<file path="config.mk">
export PLATFORM = sky130hd
export DESIGN_NAME = exc_ctrl
export DESIGN_NICKNAME = d
export VERILOG_FILES = /design/src/rtl/exc_pkg.sv /design/src/rtl/irq_sync.sv /design/src/rtl/exc_ctrl.sv
export SDC_FILE = /design/constraint.sdc
export NUM_CORES = 1
export LEC_CHECK = 0
export ABC_AREA = 1
export BUFFER_PORTS_ARGS = -buffer_cell sky130_fd_sc_hd__buf_2
export CORE_MARGIN = 3
export CORE_UTILIZATION = 46
export CTS_CLUSTER_SIZE = 10
export DETAILED_ROUTE_END_ITERATION = 12
export PLACE_DENSITY = 0.79
export SLEW_MARGIN = 20
export SYNTH_ARGS = -nofsm -noshare
export SYNTH_HDL_FRONTEND = slang
export SYNTH_SLANG_ARGS = --single-unit
</file>
<file path="constraint.sdc">
create_clock -name clk -period 3.3 [get_ports clk]
set_input_delay 0.495 -clock clk [delete_from_list [all_inputs] [get_ports clk]]
set_output_delay 0.495 -clock clk [all_outputs]
set_load 0.01 [all_outputs]
</file>
<file path="src/rtl/exc_pkg.sv">
// Shared exception-controller types: FSM states, next-PC select encodings,
// syndrome codes and the saturating counter helper.
package exc_pkg;

   typedef enum logic [1:0] {
      RUN     = 2'd0,
      HANDLER = 2'd1,
      HALT    = 2'd2
   } exc_state_t;

   localparam logic [1:0] PC_SEQ = 2'b00;
   localparam logic [1:0] PC_VEC = 2'b01;
   localparam logic [1:0] PC_ELR = 2'b10;

   localparam logic [3:0] ESR_IRQ   = 4'b0001;
   localparam logic [3:0] ESR_BADOP = 4'b0010;

   function automatic logic [7:0] sat_inc(input logic [7:0] value);
      return (value == 8'hFF) ? 8'hFF : value + 8'd1;
   endfunction

endpackage

</file>
<file path="src/rtl/irq_sync.sv">
// Two-flop synchronizer bringing the asynchronous interrupt request into
// the clk domain; adds two cycles of latency to every irq decision.
module irq_sync (
   input  logic clk,
   input  logic reset,
   input  logic irq_in,
   output logic irq_out
);

   logic meta;

   always_ff @(posedge clk or posedge reset) begin
      if (reset) begin
         meta    <= 1'b0;
         irq_out <= 1'b0;
      end else begin
         meta    <= irq_in;
         irq_out <= meta;
      end
   end

endmodule

</file>
<file path="src/rtl/exc_ctrl.sv">
// Exception controller: RUN/HANDLER/HALT FSM that accepts synchronous
// exceptions and external interrupts, keeps ELR/ESR and counts acceptances.
module exc_ctrl #(
   parameter int           N       = 64,
   parameter logic [N-1:0] VECTOR  = 64'h0000_0000_0000_00D8,
   parameter logic [3:0]   ESR_IRQ = 4'b0001
) (
   input  logic         clk,
   input  logic         reset,
   input  logic         irq_req,
   input  logic         dec_exc,
   input  logic [3:0]   dec_estatus,
   input  logic         eret,
   input  logic [N-1:0] pc,
   output logic [1:0]   pc_sel,
   output logic         exc_taken,
   output logic         irq_ack,
   output logic [N-1:0] elr,
   output logic [3:0]   esr,
   output logic         in_handler,
   output logic         halted,
   output logic         wr_inhibit,
   output logic [7:0]   exc_count
);

   import exc_pkg::*;

   exc_state_t state;
   exc_state_t state_next;
   logic       irq_sync_q;
   logic       irq_pend;
   logic       take_irq;
   logic       accept;

   irq_sync u_irq_sync (
      .clk     (clk),
      .reset   (reset),
      .irq_in  (irq_req),
      .irq_out (irq_sync_q)
   );

   // Outputs are forced to their idle values while reset is held, so a
   // decoder exception during reset can never look accepted.
   always_comb begin
      state_next = state;
      pc_sel     = PC_SEQ;
      exc_taken  = 1'b0;
      wr_inhibit = 1'b0;
      take_irq   = 1'b0;
      accept     = 1'b0;
      if (!reset) begin
         unique case (state)
            RUN: begin
               if (dec_exc) begin
                  exc_taken  = 1'b1;
                  pc_sel     = PC_VEC;
                  wr_inhibit = 1'b1;
                  accept     = 1'b1;
                  state_next = HANDLER;
               end else if (irq_pend) begin
                  exc_taken  = 1'b1;
                  pc_sel     = PC_VEC;
                  take_irq   = 1'b1;
                  accept     = 1'b1;
                  state_next = HANDLER;
               end
            end
            HANDLER: begin
               if (dec_exc) begin
                  pc_sel     = PC_VEC;
                  wr_inhibit = 1'b1;
                  accept     = 1'b1;
                  state_next = HALT;
               end else if (eret) begin
                  pc_sel     = PC_ELR;
                  state_next = RUN;
               end
            end
            HALT: begin
               pc_sel     = PC_VEC;
               wr_inhibit = 1'b1;
            end
            default: state_next = RUN;
         endcase
      end
   end

   assign in_handler = (state == HANDLER);
   assign halted     = (state == HALT);

   // A double fault only bumps the counter; ELR/ESR keep the first fault.
   always_ff @(posedge clk or posedge reset) begin
      if (reset) begin
         state     <= RUN;
         elr       <= '0;
         esr       <= '0;
         exc_count <= '0;
      end else begin
         state <= state_next;
         if (exc_taken) begin
            elr <= pc;
            esr <= take_irq ? ESR_IRQ : dec_estatus;
         end
         if (accept) begin
            exc_count <= sat_inc(exc_count);
         end
      end
   end

   // Four-phase interrupt handshake: no new request is latched while the
   // previous one is still being acknowledged.
   always_ff @(posedge clk or posedge reset) begin
      if (reset) begin
         irq_pend <= 1'b0;
         irq_ack  <= 1'b0;
      end else if (take_irq) begin
         irq_pend <= 1'b0;
         irq_ack  <= 1'b1;
      end else begin
         if (irq_sync_q && !irq_ack && !irq_pend) begin
            irq_pend <= 1'b1;
         end
         if (!irq_sync_q) begin
            irq_ack <= 1'b0;
         end
      end
   end

endmodule

</file>
==> out/summary.log, run 1 <==
INFO  floorplan      die-area=8327squm
INFO  detailed_routing route.detailed.wl_per_inst=12.55um
INFO  synth          syn-cell-area=3343squm
INFO  finish         drive_above_1_share=0.3184
INFO  critical_path  worst_r2r_path_depth=7
INFO  critical_path  timing.critical_path.fanout_max=21
INFO  worst_hold_path hold_path_class=primary input to flip-flop
INFO  cts            clock_latency=0.33ns
INFO  detailed_routing antenna_left=0
INFO  cts            tritoncts=built
INFO  synth          parity_gate_share_of_the_synthesized_area_counting_xor_and_xnor_cells=0.002620
INFO  global_route   grt_util_all_layers=0.2076
INFO  sta            transition_time_at_the_pin_with_the_least_slew_margin=0.7041ns
INFO  synth          post-synth-top-area-fraction=0.6138
INFO  sta            maxSlewHeadroom=0.5299
INFO  floorplan      floorplan.initialDensity=0.4841
INFO  sta            crit_path_setup_slack_layout=1.077ns
INFO  synth          postSynth.topFlopCell=sky130_fd_sc_hd__dfrtp_1
INFO  global_route   grt_max_degree=52
INFO  detailed_routing detailroute.via_count=3,054
INFO  synth          ys_ff_latch=82
INFO  cts            cts_setup_buffers=0
INFO  floorplan      ioPinCount=156
INFO  sta            final_min_period_over_clock_period=0.6735
INFO  cts            hold_buffers=0
INFO  synth          synth_top_cells_by_area=sky130_fd_sc_hd__dfrtp_1 (61%), sky130_fd_sc_hd__nand2_1 (27%), sky130_fd_sc_hd__nand3_1 (2.1%)
INFO  detailed_routing final_routed_drc_violation_total=0
INFO  cts            cts_num_sinks=82
INFO  critical_path  cp-end-kind=primary output
INFO  sta            unrepaired_setup_endpoints_after_global_routing=no
INFO  pwr            ir_drop=0.3936mV
INFO  synth          post_synth_most_frequent_cells=sky130_fd_sc_hd__nand2_1 (241), sky130_fd_sc_hd__dfrtp_1 (82), sky130_fd_sc_hd__nand3_1 (14), sky130_fd_sc_hd__nor2_1 (14), sky130_fd_sc_hd__inv_1 (12)
INFO  global_route   number_of_antenna_violations_at_the_first_check_in_global_routing=1
INFO  sta            fin_crit=2.223ns
INFO  critical_path  setup.worst_path.start_class=flip-flop
INFO  finish         antenna-diode-count=0
INFO  cts            cts-htree-levels=3
INFO  critical_path  rrSetupSlack=1.09ns
INFO  cts            cts_resized=0
INFO  floorplan      die_width=91.25um
INFO  place          pre_cts_slack=0.9126ns
INFO  global_route   grt_pass1_vias=3,079
INFO  worst_hold_path worst_hold_path.num_cells=1
INFO  synth          ys.warnings.count=0
INFO  critical_path  critical_path_required=2.80ns
INFO  floorplan      design.core.area=6907squm
INFO  place          place.port_buffers=155
INFO  sta            worst_clock_skew=0.008560ns
INFO  synth          post-synth-top-area-cell=sky130_fd_sc_hd__dfrtp_1
INFO  finish         finalNetCount=629
INFO  detailed_routing drtIter0Drc=147
INFO  critical_path  path_delay_family=simple AND/OR/NAND/NOR gates
INFO  floorplan      floorplan.die.height=91.25um
INFO  cts            bufs_on_longest_clock_path=2
INFO  critical_path  crit_type=flip-flop to primary output
INFO  synth          post_synth_fa_ha_maj_area_fraction=0.003743
INFO  critical_path  slowest_stage=sky130_fd_sc_hd__dfrtp_1
INFO  critical_path  critical_path.reg2reg.endpoint=elr[50]$_DFFE_PP0P_
INFO  critical_path  critical_path_arrival=1.73ns
INFO  sta            total_count_of_hold_check_failures_in_the_final_report=0
INFO  synth          syn_avg_cell_area=8.379squm
INFO  floorplan      core.rowCount=30
INFO  synth          synth_simple_gate_area_share=0.3166
INFO  global_route   wire_length_of_the_first_global_routing_pass=14,000um
INFO  finish         finish.utilization=0.6281
INFO  place          placed_cells=640
INFO  worst_hold_path min_from=irq_req
INFO  finish         flow.area_growth_from_synthesis=29.75%
INFO  synth          yosys.cell_types.count=20
INFO  worst_hold_path whs_endpoint=u_irq_sync.meta$_DFF_PP0_
INFO  sta            slew_violations=0
INFO  cts            cts.reportedPaths.clkPinSlew=0.08ns
INFO  synth          synth_mux_area_frac=0
INFO  pwr            power_density=919.2nW/um^2
INFO  synth          syn-instance-count=399
INFO  synth          dominant_combinational_cell_family_by_area_after_synthesis=simple AND/OR/NAND/NOR gates
INFO  outcome        outcome=completed
INFO  cts            clock_tree.root_cell=sky130_fd_sc_hd__clkbuf_8
INFO  critical_path  critical_path.reg2reg.startpoint=state[1]$_DFFE_PP0P_
INFO  critical_path  crit_chain=nor2_1 -> nand2_2 -> nor2_4 -> buf_2
INFO  sta            setup_viol=0
INFO  critical_path  critical_path_buf_inv_count=1
INFO  synth          synth.net_count=473
INFO  synth          synth.yosys.seq_area_share=0.6138
INFO  synth          yosys.cell_count.top_type=sky130_fd_sc_hd__nand2_1
INFO  run            timing.max_cap.violations=0
INFO  place          dpl.hpwl=6008um
INFO  sta            setup_total_negative_slack=0ns
INFO  synth          count_of_flip_flops_with_a_built_in_enable_after_synthesis=0
INFO  pwr            power_leakage=2.580nW
INFO  detailed_routing first_pass_iters=4
INFO  sta            finalHoldWorstSlack=0.2650ns
INFO  synth          async_reset_ff_frac=1.000
INFO  synth          synth_compound_area_frac=0.02133
INFO  cts            inserted_clock_buffers=9
INFO  detailed_routing finalWirelength=8219um
INFO  global_route   global_route.overflow_total=0
INFO  place          gp_routability_congestion=0.8388
INFO  detailed_routing drt-vias-per-instance=4.663
INFO  finish         fin_cells=655
INFO  critical_path  timing.critical_path.slowest_cell_delay=0.45ns
INFO  sta            fmaxAchievable=449.9MHz
==> worst max path at each step <==
stage / start / end / cells past startpoint / slack, ns
floorplan: reset / exc_count[0]$_DFFE_PP0P_ / 4 / 0.16
global placement: dec_exc / elr[13]$_DFFE_PP0P_ / 9 / 1.02
detailed placement: dec_exc / elr[50]$_DFFE_PP0P_ / 9 / 0.91
CTS: state[1]$_DFFE_PP0P_ / exc_taken / 4 / 1.07
global route: state[1]$_DFFE_PP0P_ / elr[50]$_DFFE_PP0P_ / 7 / 0.85
finish: state[1]$_DFFE_PP0P_ / exc_taken / 4 / 1.08
==> cell usage in the layout, fill, tap and decap left out, drive strengths merged <==
master,n
dfrtp,82
nand2,242
a31oi,1
nand3,14
buf,159
nand4,1
o21a,1
o21ai,9
clkinv,5
a211oi,1
nor2,15
nand3b,1
xnor2,1
a21oi,1
inv,14
ha,1
clkbuf,11
==> state kept, by name, summed over array words and instances, names as in the netlist <==
name,cells
elr,64
exc_count,8
esr,4
state,2
irq_ack,1
irq_pend,1
u_irq_sync.irq_out,1
u_irq_sync.meta,1
==> power breakdown <==
| group | leakage, nW | internal (W) | total [W] | switching [W] |
|---|---|---|---|---|
| Combinational | 1.48 | 0.000628 | 0.00165 | 0.00103 |
| Sequential | 1.02 | 0.00146 | 0.00174 | 0.000284 |
| Clock | 0.0827 | 0.000265 | 0.000591 | 0.000326 |
| Total | 2.58 | 0.00235 | 0.00399 | 0.00164 |
==> per-stage QoR <==
step	instance area (sq um)	total power, W
floorplan	3343	0.002739
detailed placement	4187	0.003438
global route	4338	0.004356
finish	4338	0.003987
global placement	4187	0.003367
CTS	4338	0.004040
==> logic make-up after synthesis <==
kind of cell,count (synthesis)
AOI/OAI and AO/OA,13
xor gates and xnor gates,1
adders and majority gates,1
buffers and inverters,29
DFF,82
and+or+nand+nor,273
==> area by class of cell <==
cell class	count	area [sq um]
tap	96	120.1
timing repair buffer	159	805.8
sequential	82	2052
clock buffer	11	131.4
inverter	15	57.56
multi-input combinational	288	1151
clock inverter	4	20.02
fill	653	2569
==> per-layer routing <==
layer,wire [um],vias to the layer above,share of wire,GRT usage
met5,13,-,0.0016,0
met4,135,2,0.016,0.07412
met3,618,14,0.075,0.06545
met2,3884,111,0.47,0.3366
met1,3567,1402,0.43,0.2622
li1,-,1525,-,-
==> worst reg2reg max path: stages, from the launching register on <==
cell and delay [ns]:
sky130_fd_sc_hd__dfrtp_1 0.45, sky130_fd_sc_hd__nor2_1 0.21, sky130_fd_sc_hd__nand2_2 0.12, sky130_fd_sc_hd__nor2_4 0.39, sky130_fd_sc_hd__inv_2 0.42, sky130_fd_sc_hd__buf_4 0.36, sky130_fd_sc_hd__nand2_1 0.10, sky130_fd_sc_hd__nand2_1 0.06
Note: power is estimated with default switching activity, not from simulation.
==> run 2: changes to the inputs <==
Settings changed: CORE_UTILIZATION 46 to 42, PLACE_DENSITY 0.79 to 0.76.
Clock period 3.3 ns to 1.85 ns, I/O delays scaled along.
==> out/summary.log, run 2 (same netlist as run 1, synthesis figures left out) <==
INFO  floorplan      design.core.area=7486squm [+8.4%]
INFO  place          dpl.hpwl=5919um [-1.5%]
INFO  place          gp_routability_congestion=0.8624 [+2.8%]
INFO  finish         largest_registers=elr (64), exc_count (8), esr (4)
INFO  critical_path  cp-end-kind=primary output
INFO  critical_path  crit_type=flip-flop to primary output
INFO  pwr            power_leakage=2.656nW [+3.0%]
INFO  finish         largest_register=elr
INFO  place          place.port_buffers=155 [unchanged]
INFO  cts            hold_buffers=0 [unchanged]
INFO  floorplan      die_width=95.22um [+4.4%]
INFO  finish         layout.cells.most_common=sky130_fd_sc_hd__nand2_1
INFO  floorplan      ioPinCount=156 [unchanged]
INFO  detailed_routing drtIter0Drc=107 [-27%]
INFO  cts            bufs_on_longest_clock_path=2 [unchanged]
INFO  global_route   global_route.overflow_total=0 [unchanged]
INFO  detailed_routing drt-vias-per-instance=4.730 [+1.4%]
INFO  detailed_routing antenna_left=0 [unchanged]
INFO  global_route   grt_max_degree=50 [-3.8%]
INFO  floorplan      die-area=9067squm [+8.9%]
INFO  sta            setup_viol=0 [unchanged]
INFO  floorplan      floorplan.initialDensity=0.4466 [-0.03746]
INFO  sta            worst_clock_skew=0.006756ns [-0.001804 ns]
INFO  critical_path  critical_path_required=1.57ns [-1.23 ns]
INFO  run            timing.max_cap.violations=0 [unchanged]
INFO  sta            unrepaired_setup_endpoints_after_global_routing=no
INFO  sta            total_count_of_hold_check_failures_in_the_final_report=0 [unchanged]
INFO  global_route   grt_pass1_vias=3,088 [+0.29%]
INFO  floorplan      core.rowCount=31 [+3.3%]
INFO  sta            maxSlewHeadroom=0.6201 [+0.09013]
INFO  cts            clock_tree.root_cell=sky130_fd_sc_hd__clkbuf_8
INFO  cts            clock_latency=0.33ns [about the same]
INFO  cts            cts-htree-levels=3 [unchanged]
INFO  sta            final_min_period_over_clock_period=0.9578
INFO  detailed_routing finalWirelength=8518um [+3.6%]
INFO  sta            finalHoldWorstSlack=0.05772ns [-0.2073 ns]
INFO  worst_hold_path hold_path_class=primary input to flip-flop
INFO  outcome        outcome=completed
INFO  cts            inserted_clock_buffers=9 [unchanged]
INFO  finish         flow.area_growth_from_synthesis=35.44%
INFO  critical_path  setup.worst_path.start_class=flip-flop
INFO  global_route   number_of_antenna_violations_at_the_first_check_in_global_routing=0 [-1]
INFO  sta            transition_time_at_the_pin_with_the_least_slew_margin=0.5699ns [-0.1342 ns]
INFO  detailed_routing detailroute.via_count=3,131 [+2.5%]
INFO  global_route   wire_length_of_the_first_global_routing_pass=13,770um [-1.6%]
INFO  cts            cts.reportedPaths.clkPinSlew=0.08ns [about the same]
INFO  detailed_routing final_routed_drc_violation_total=0 [unchanged]
INFO  finish         finalNetCount=632 [+0.48%]
INFO  pwr            ir_drop=0.7794mV [+98%]
INFO  detailed_routing first_pass_iters=4 [unchanged]
INFO  finish         antenna-diode-count=0 [unchanged]
INFO  sta            fin_crit=1.772ns
INFO  global_route   grt_util_all_layers=0.1944 [-0.01321]
INFO  floorplan      floorplan.die.height=95.22um [+4.4%]
INFO  pwr            power_density=1714nW/um^2 [+86%]
INFO  sta            fmaxAchievable=564.4MHz
INFO  cts            cts_num_sinks=82 [unchanged]
INFO  finish         layout.cells.most_common_list=sky130_fd_sc_hd__nand2_1 (240), sky130_fd_sc_hd__buf_2 (155), sky130_fd_sc_hd__dfrtp_1 (81)
INFO  finish         drive_above_1_share=0.3304 [+0.01195]
INFO  critical_path  timing.critical_path.fanout_max=18 [-14%]
INFO  cts            tritoncts=built
INFO  detailed_routing route.detailed.wl_per_inst=12.87um [+2.5%]
INFO  finish         largest_reg_flops=64 [unchanged]
INFO  pwr            finalPower=0.007761W [+95%]
INFO  critical_path  critical_path_arrival=1.49ns [-0.24 ns]
INFO  sta            slew_violations=0 [unchanged]
[run 2: changes by cell type in the layout (fill, tap and decap cells not counted), moves of 2 or more]
cell	before	now
sky130_fd_sc_hd__o21ai_0	9	6
sky130_fd_sc_hd__clkinv_2	5	2
sky130_fd_sc_hd__bufinv_16	0	2
sky130_fd_sc_hd__bufbuf_16	0	2
sky130_fd_sc_hd__o21ai_1	0	3
sky130_fd_sc_hd__clkinvlp_4	0	2
sky130_fd_sc_hd__buf_12	0	2
[run 2: path summary, 6_finish.rpt]
kind / from / to / slack [ns] / cells past startpoint
max: state[1]$_DFFE_PP0P_ / exc_taken / 0.08 / 5
min: irq_req / u_irq_sync.meta$_DFF_PP0_ / 0.06 / 1
max reg2reg: irq_pend$_DFFE_PP0P_ / elr[24]$_DFFE_PP0P_ / 0.21 / 9
min reg2reg: u_irq_sync.meta$_DFF_PP0_ / u_irq_sync.irq_out$_DFF_PP0_ / 0.36 / 0
max in group asynchronous: reset / elr[20]$_DFFE_PP0P_ / 1.21 / 3
min in group asynchronous: reset / state[0]$_DFFE_PP0P_ / 0.20 / 3
[run 2: repair_timing]
action | in CTS | in global routing
resized for setup | 1 | 2
pin swaps | 1 | 1
setup endpoints to repair | 1 | 1
setup buffers | 1 | 0
gates cloned | 2 | 0
[run 2: final cells by class]
type                    count  area (sq um)
flip-flops and latches     82          2053
clock buffers              11         141.4
multi-input cells         288          1166
inverters                  15         62.56
clock inverters             5         77.57
well taps                  99         123.9
repair buffers            162         903.4
fillers                   673          2958
[run 2: routing by layer]
metal / share of wire / up-vias / routed length [um] / GRT usage
met5: 0 / - / 0 / 0
met4: 0.010 / 0 / 86 / 0.06731
met3: 0.11 / 7 / 969 / 0.08208
met2: 0.46 / 135 / 3889 / 0.3143
met1: 0.42 / 1456 / 3574 / 0.2329
li1: - / 1533 / - / -
[run 2: metrics by stage]
step | TNS (ns) | std cells | area (sq um) | setup WS, ns | util
after floorplan | -2.318 | 399 | 3357 | -0.2543 | -
after global placement | 0 | 643 | 4228 | 0.2392 | 0.5648
after detailed placement | 0 | 643 | 4228 | 0.1953 | 0.5648
after CTS | 0 | 662 | 4522 | 0.04430 | 0.6040
after global routing | 0 | 662 | 4528 | 0.007967 | 0.6049
final | 0 | 662 | 4528 | 0.07806 | 0.6049
[run 2: worst max-delay path: stages, from the launching register on]
cell and delay (ns):
sky130_fd_sc_hd__dfrtp_2 0.46, sky130_fd_sc_hd__nor2_4 0.15, sky130_fd_sc_hd__nand2_2 0.10, sky130_fd_sc_hd__nor2_4 0.15, sky130_fd_sc_hd__buf_12 0.17, sky130_fd_sc_hd__buf_2 0.14
[run 2: report_power, final]
group / internal [W] / leakage (nW) / switching [W]
logic: 0.00133 / 1.53 / 0.00190
clock network: 0.000794 / 0.109 / 0.000624
registers: 0.00260 / 1.02 / 0.000506
